<file path="src/rtl/result_bcd_converter.sv">
// Sequential double-dabble binary-to-BCD converter for calculator results.
// One shift per clock; sign/overflow/error flags travel with the presented digits.
module result_bcd_converter #(
  parameter int WIDTH  = 32,
  parameter int DIGITS = 10
) (
  input  logic                  clk,
  input  logic                  rst,
  input  logic                  start,
  input  logic [WIDTH-1:0]      bin,
  input  logic                  negative,
  input  logic                  overflow,
  input  logic                  error,
  output logic [4*DIGITS-1:0]   bcd,
  output logic                  sign,
  output logic                  ovf_flag,
  output logic                  err_flag,
  output logic                  busy,
  output logic                  done
);

  localparam int ACC_W = 4 * DIGITS;
  localparam int CNT_W = $clog2(WIDTH + 1);

  typedef enum logic [1:0] {
    IDLE  = 2'd0,
    SHIFT = 2'd1,
    DONE  = 2'd2
  } state_t;

  state_t             state, state_next;
  logic [WIDTH-1:0]   bin_reg;
  logic [ACC_W-1:0]   acc;
  logic [ACC_W-1:0]   acc_adj;
  logic [ACC_W-1:0]   acc_next;
  logic [CNT_W-1:0]   cnt;
  logic               neg_lat;
  logic               ovf_lat;
  logic               last_shift;

  assign last_shift = (cnt == CNT_W'(WIDTH - 1));

  // Add-3 correction on every digit, then shift in the next binary MSB.
  always_comb begin
    acc_adj = acc;
    for (int i = 0; i < DIGITS; i++) begin
      if (acc[4*i +: 4] >= 4'd5) acc_adj[4*i +: 4] = acc[4*i +: 4] + 4'd3;
    end
    acc_next = (acc_adj << 1) | {{(ACC_W-1){1'b0}}, bin_reg[WIDTH-1]};
  end

  // NOTE: every state register uses <= so all flops sample the same pre-edge values.
  always_ff @(posedge clk or posedge rst) begin
    if (rst) state <= IDLE;
    else     state <= state_next;
  end

  // NOTE: each output gets a default first so no path through the case infers a latch.
  always_comb begin
    state_next = state;
    busy       = 1'b0;
    done       = 1'b0;
    case (state)
      IDLE:  if (start) state_next = error ? DONE : SHIFT;
      SHIFT: begin
        busy = 1'b1;
        if (last_shift) state_next = DONE;
      end
      DONE: begin
        done       = 1'b1;
        state_next = IDLE;
      end
      default: state_next = IDLE;
    endcase
  end

  // NOTE: the accumulator and counter are reset too, so an aborted conversion leaves no residue.
  always_ff @(posedge clk or posedge rst) begin
    if (rst) begin
      bin_reg  <= '0;
      acc      <= '0;
      cnt      <= '0;
      neg_lat  <= 1'b0;
      ovf_lat  <= 1'b0;
      bcd      <= '0;
      sign     <= 1'b0;
      ovf_flag <= 1'b0;
      err_flag <= 1'b0;
    end else begin
      case (state)
        IDLE: if (start) begin
          bin_reg <= bin;
          neg_lat <= negative;
          ovf_lat <= overflow;
          acc     <= '0;
          cnt     <= '0;
          // Error results skip conversion and present blank digits next cycle.
          if (error) begin
            bcd      <= '0;
            sign     <= negative;
            ovf_flag <= overflow;
            err_flag <= 1'b1;
          end
        end
        SHIFT: begin
          acc     <= acc_next;
          bin_reg <= bin_reg << 1;
          cnt     <= cnt + 1'b1;
          if (last_shift) begin
            bcd      <= acc_next;
            sign     <= neg_lat;
            ovf_flag <= ovf_lat;
            err_flag <= 1'b0;
          end
        end
        default: ;
      endcase
    end
  end

endmodule

</file>
<file path="config.mk">
export PLATFORM = sky130hd
export DESIGN_NAME = result_bcd_converter
export DESIGN_NICKNAME = d
export VERILOG_FILES = /design/src/rtl/result_bcd_converter.sv
export SDC_FILE = /design/constraint.sdc
export NUM_CORES = 1
export LEC_CHECK = 0
export ABC_CLOCK_PERIOD_IN_PS = 4400
export CORE_MARGIN = 2
export CORE_UTILIZATION = 50
export CTS_CLUSTER_DIAMETER = 150
export DETAILED_ROUTE_END_ITERATION = 10
export PLACE_DENSITY = 0.71
export SLEW_MARGIN = 10
export SYNTH_ARGS = -nofsm -noshare
export SYNTH_HDL_FRONTEND = slang
export SYNTH_SLANG_ARGS = --single-unit
</file>
<file path="constraint.sdc">
create_clock -name clk -period 4.4 [get_ports clk]
set_input_delay 0.44 -clock clk [delete_from_list [all_inputs] [get_ports clk]]
set_output_delay 0.44 -clock clk [all_outputs]
set_load 0.02 [all_outputs]
</file>
# Word-level counts from Yosys, hierarchy flattened
# Index checks and enable logic that the tools add are counted.
[totals] reg_bits=125 output_inout_bits=45 elab_cells=82
[op_classes] n_addsub=11 magnitude_cmp=10 eq_ne=6 mux=38 bitwise_logic=1 reduce_logical=6
[ops] operator="$mux W40" count=4
[ops] operator="$pmux W40 S2" count=2
[ops] operator="$pmux W32 S2" count=1
[ops] operator="$ge A4 B3 Y1 const B" count=10
[ops] operator="$or A40 B1 Y40" count=1
[ops] operator="$add A4 B2 Y4 const B" count=9
[ops] operator="$mux W4" count=9
[ops] operator="$mux W32" count=1
[ops] operator="$pmux W6 S2" count=1
[ops] operator="$mux W1" count=11
[ops] operator="$add A6 B1 Y6 const B" count=1
[ops] operator="$eq A6 B5 Y1 const B" count=1
[ops] operator="$mux W2" count=3
[ops] operator="$mux W6" count=1
[ops] operator="$ne A2 B2 Y1 const B" count=3
[ops] operator="$pmux W1 S2" count=3
[ops] operator="$reduce_and A2 Y1" count=3
[ops] operator="$pmux W2 S2" count=1
[ops] operator="$reduce_and A4 Y1" count=1
[ops] operator="$add A3 B2 Y3 const B" count=1
[ops] operator="$mux W3" count=1
[ops] operator="$eq A2 B1 Y1 const B" count=1
[ops] operator="$eq A2 B2 Y1 const B" count=1
[ops] operator="$logic_not A2 Y1" count=1
[ops] operator="$reduce_bool A2 Y1" count=1

# Depth between registers and ports, before layout
[depth] ltp_word=5 depth_mapped=9

# Least setup slack after synthesis
# OpenSTA, ideal clock, no wires.
[synth_timing] path_type="flip-flop to flip-flop" from="register state[1]" to="register bcd[15]" arrival_time_ns=1.607 required_ns=4.275 path_slack_ns=2.668 stages_incl_launch_ff=9 path_buffers=2 synth_period_minus_slack_ns=1.732 path_cell_list="dfrtp_1 nand2b_4 buf_6 inv_6 nand4b_4 a21o_4 inv_6 buf_12 mux2_4"
[synth_between] elab_chain_cells=3
[synth_rtl] element="start, declared" line="31" text="state_t state, state_next;"
[synth_rtl] element="start signal, assigned" line="55" text="else state <= state_next;"
[synth_rtl] element="$eq A2 B1 Y1 or $logic_not A2 Y1 (tied branches)" line="90" text="case (state)"
[synth_rtl] element="$ne A2 B2 Y1 (no source line) or $reduce_bool A2 Y1 (tied branches)"
[synth_rtl] element="$reduce_and A4 Y1 (no source line)"
[synth_rtl] element="end signal, assigned" line="110" text="bcd <= acc_next;"
[synth_rtl] element="end, declared" line="14" text="output logic [4*DIGITS-1:0] bcd,"
# Several ways; a longest one is shown, not always the timed one.
# A chain may end at the register's enable or synchronous reset.

# Final worst setup path
[layout_timing] from="register state[0]" to="register sign"
[layout_between] elab_chain_cells=3
[layout_rtl] element="$eq A2 B1 Y1 or $logic_not A2 Y1 (tied branches)" line="90"
[layout_rtl] element="$ne A2 B2 Y1 (no source line) or $reduce_bool A2 Y1 (tied branches)"
[layout_rtl] element="$reduce_and A4 Y1 (no source line)"
[layout_rtl] element="end signal, assigned" line="100" text="sign <= negative;"
[layout_rtl] element="end signal, assigned" line="111" text="sign <= neg_lat;"
[layout_rtl] element="end, declared" line="15" text="output logic sign,"
# Several ways; a longest one is shown, not always the timed one.

==> flow_metrics.env <==
export IMPL_run_status="finished, final reports clean"
export IMPL_path_max_fanout=96
export IMPL_antenna_left=0
export IMPL_syn_instance_count=560
export IMPL_yosys_warnings=0
export IMPL_io_pins=83
export IMPL_crit_path_top_delay_cell="buf_4"
export IMPL_drc=0
export IMPL_postCtsHoldBufs=0
export IMPL_start_util_pct=50.85
export IMPL_layout_setup_ws_ns=1.577
export IMPL_cp_arrival_ns=3.12
export IMPL_synth_nets=619
export IMPL_postCtsSetupBuffers=0
export IMPL_async_flop_share_pct=100.0
export IMPL_synth_mux_area_share_pct=12.57
export IMPL_io_buffers=82
export IMPL_crit_family="buffers and inverters"
export IMPL_post_place_ws_ns=1.545
export IMPL_synth_compound_area_share_pct=13.99
export IMPL_synth_edff_count=0
export IMPL_hold_class="reg2reg"
export IMPL_post_drt_wl_per_cell_um=15.30
export IMPL_grt_usage_pct=19.96
export IMPL_period_minus_slack_ns=2.823
export IMPL_synthAdderAreaFrac_pct=4.320
export IMPL_p_clk_share_pct=31.5
export IMPL_p_sw_mw=1.673
export IMPL_htreeDepth=4
export IMPL_drt_pass1_iter_count=4
export IMPL_post_cts_resized=0
export IMPL_syn2layout_area_growth_pct=24.95
export IMPL_grt_pass1_vias=4273
export IMPL_yosysUniqueCellTypes=38
export IMPL_rsz0062_at_grt="no"
export IMPL_fin_skew_ns=0.007598
export IMPL_swShare_pct=34.51
export IMPL_critPathMaxStageDelay_ns=0.85
export IMPL_grt_max_degree=107
export IMPL_rows=40
export IMPL_setup_viol_count_final=0
export IMPL_drive_above_1_share_pct=12.02
export IMPL_finalCritPeriodShare_pct=64.17
export IMPL_core_area_mm2=0.01196
export IMPL_synth_xor_area_share_pct=2.880
export IMPL_clock_root_buffer="clkbuf_16"
export IMPL_path_buf_inv=2
export IMPL_postSynthAreaPerCell_um2=10.86
export IMPL_finalHoldViolations=0
export IMPL_slew_headroom_pct=25.40
export IMPL_p_int_mw=3.176
export IMPL_slew_viol_final=0
export IMPL_leakagePower_nw=3.449
export IMPL_clkTransAtPathRegs_ns=0.06
export IMPL_numCtsBuffers=17
export IMPL_clock_path_buffers=2
export IMPL_fin_nets=695
export IMPL_crit_chain="nand2b_4 > buf_4 > nand2_1 > a21o_4 > inv_6 > mux2_2"
export IMPL_synth_top_family_by_area="compound AO/OA/AOI/OAI gates"
export IMPL_synthSimpleGateAreaFrac_pct=10.20
export IMPL_power_density_mw_per_mm2=638.1
export IMPL_synth_area_mm2=0.006082
export IMPL_cts_tree="done"
export IMPL_diodes=0
export IMPL_die_area_mm2=0.01306
export IMPL_antenna_found_initial=0
export IMPL_power_total_mw=4.850
export IMPL_max_freq_mhz=354.2
export IMPL_dp_final_hpwl_um=7753
export IMPL_num_vias=4302
export IMPL_grt_overflow=0
export IMPL_die_height_um=114.3
export IMPL_critical_path_required_ns=4.70
export IMPL_fp_dieW_um=114.3
export IMPL_cp_start_kind="flop"
export IMPL_clk_latency_ns=0.42
export IMPL_grt_first_pass_wirelength_um=20460
export IMPL_synth_sequential_area_ratio_pct=51.43
export IMPL_tns_ns=0
export IMPL_cts_sinks=125
export IMPL_ir_worst_vdd_mv=0.3867
export IMPL_endpoint_kind="flop"
export IMPL_seqPwrFrac_pct=36.0
export IMPL_ys_flop_type="dfrtp_1"
export IMPL_routed_wl_um=12180
export IMPL_viasPerCell=5.405
export IMPL_path_class="reg2reg"
export IMPL_synth_seq_cells=125
export IMPL_drtIter0Drc=227
export IMPL_gp_congestion=0.7852
export IMPL_p_comb_share_pct=32.4
export IMPL_worst_slew_pin_slew_ns=1.119
export IMPL_cap_violations=0
## per-stage QoR
stage               cells  utilization (%)  instance area, µm²  hold slack, ns
floorplan             560                -                6082          0.4492
global placement      764            58.11                6950          0.4601
detailed placement    764            58.11                6950          0.4720
CTS                   796            63.54                7600          0.4849
global route          796            63.54                7600          0.5101
finish                796            63.54                7600          0.4834
## synth_stat cells (3+ instances only)
cell | number | area share, %
dfrtp_1 | 125 | 51
o21ai_0 | 86 | 7.1
nand2_1 | 77 | 4.8
mux2i_1 | 31 | 5.1
inv_1 | 23 | 1.4
a21oi_1 | 22 | 1.8
ha_1 | 21 | 4.3
nor3_1 | 20 | 1.6
o2bb2ai_1 | 20 | 2.9
mux2_4 | 19 | 4.7
mux2_2 | 15 | 2.8
clkbuf_1 | 14 | 0.86
nand2b_1 | 11 | 1.1
a21o_1 | 10 | 1.2
xnor2_1 | 10 | 1.4
xor2_1 | 10 | 1.4
nor2_1 | 8 | 0.49
buf_2 | 7 | 0.58
buf_4 | 5 | 0.62
or3b_2 | 3 | 0.43
## cells in the final DEF (no fill, tap or decap), types with 5 or more instances in the layout
cell type and instances:
dfrtp_1 125, o21ai_0 86, clkdlybuf4s50_1 82, nand2_1 77, mux2i_1 31, a21oi_1 22
inv_1 22, ha_1 21, nor3_1 20, o2bb2ai_1 20, mux2_4 19, clkbuf_16 17
mux2_2 15, nand2b_1 11, xor2_1 10, a21o_1 10, xnor2_1 10, nor2_1 8
bufinv_16 5
## power groups by stage
stage                     Sequential (mW)  Combinational [mW]  Clock, mW
after floorplan                      1.74                1.23          0
after detailed placement             1.75                1.58          0
after global routing                 1.80                1.75       1.61
after global placement               1.74                1.52          0
after CTS                            1.75                1.59       1.55
final                                1.75                1.57       1.53
## per-layer routing
metal	routed length [µm]	track usage (%)	vias up
met1	5453	25.60	2102
met2	5858	31.79	93
met3	721	6.670	16
met5	0	0	-
met4	149	7.236	0
li1	-	-	2091
## area by class of cell
cell class                 instances  area [µm²]
fill                             944        4362
sequential                       125        3128
multi-input combinational        381        2681
timing repair buffer              86       850.8
clock buffer                      21       460.4
clock inverter                    11       188.9
tap                              147       183.9
inverter                          25       106.4
## worst paths after layout
kind,startpoint,endpoint,slack [ns],cells after the start
max reg2reg,state[0]$_DFFE_PP0P_,sign$_DFFE_PP0P_,1.58,6
max in group asynchronous,rst,bcd[1]$_DFFE_PP0P_,2.90,3
min reg2reg,bin_reg[26]$_DFFE_PP0P_,bin_reg[26]$_DFFE_PP0P_,0.48,2
min,bin_reg[26]$_DFFE_PP0P_,bin_reg[26]$_DFFE_PP0P_,0.48,2
max,state[0]$_DFFE_PP0P_,sign$_DFFE_PP0P_,1.58,6
min in group asynchronous,rst,bin_reg[6]$_DFFE_PP0P_,0.60,2
## logic make-up (layout without fill, tap and decap cells)
kind of cell / count (synthesis) / after routing
XOR/XNOR: 20 / 20
AO/OA/AOI/OAI: 144 / 144
multiplexers: 65 / 65
buffers and inverters: 54 / 143
AND/OR/NAND/NOR: 131 / 131
flip-flops: 125 / 125
adder cells (fa/ha/maj): 21 / 21
## worst reg2reg max path: stages (launching register included)
cell,delay [ns]
dfrtp_1,0.49
nand2b_4,0.15
buf_4,0.86
nand2_1,0.17
a21o_4,0.36
inv_6,0.30
mux2_2,0.38
No activity file was read; power rests on OpenSTA's default activity.
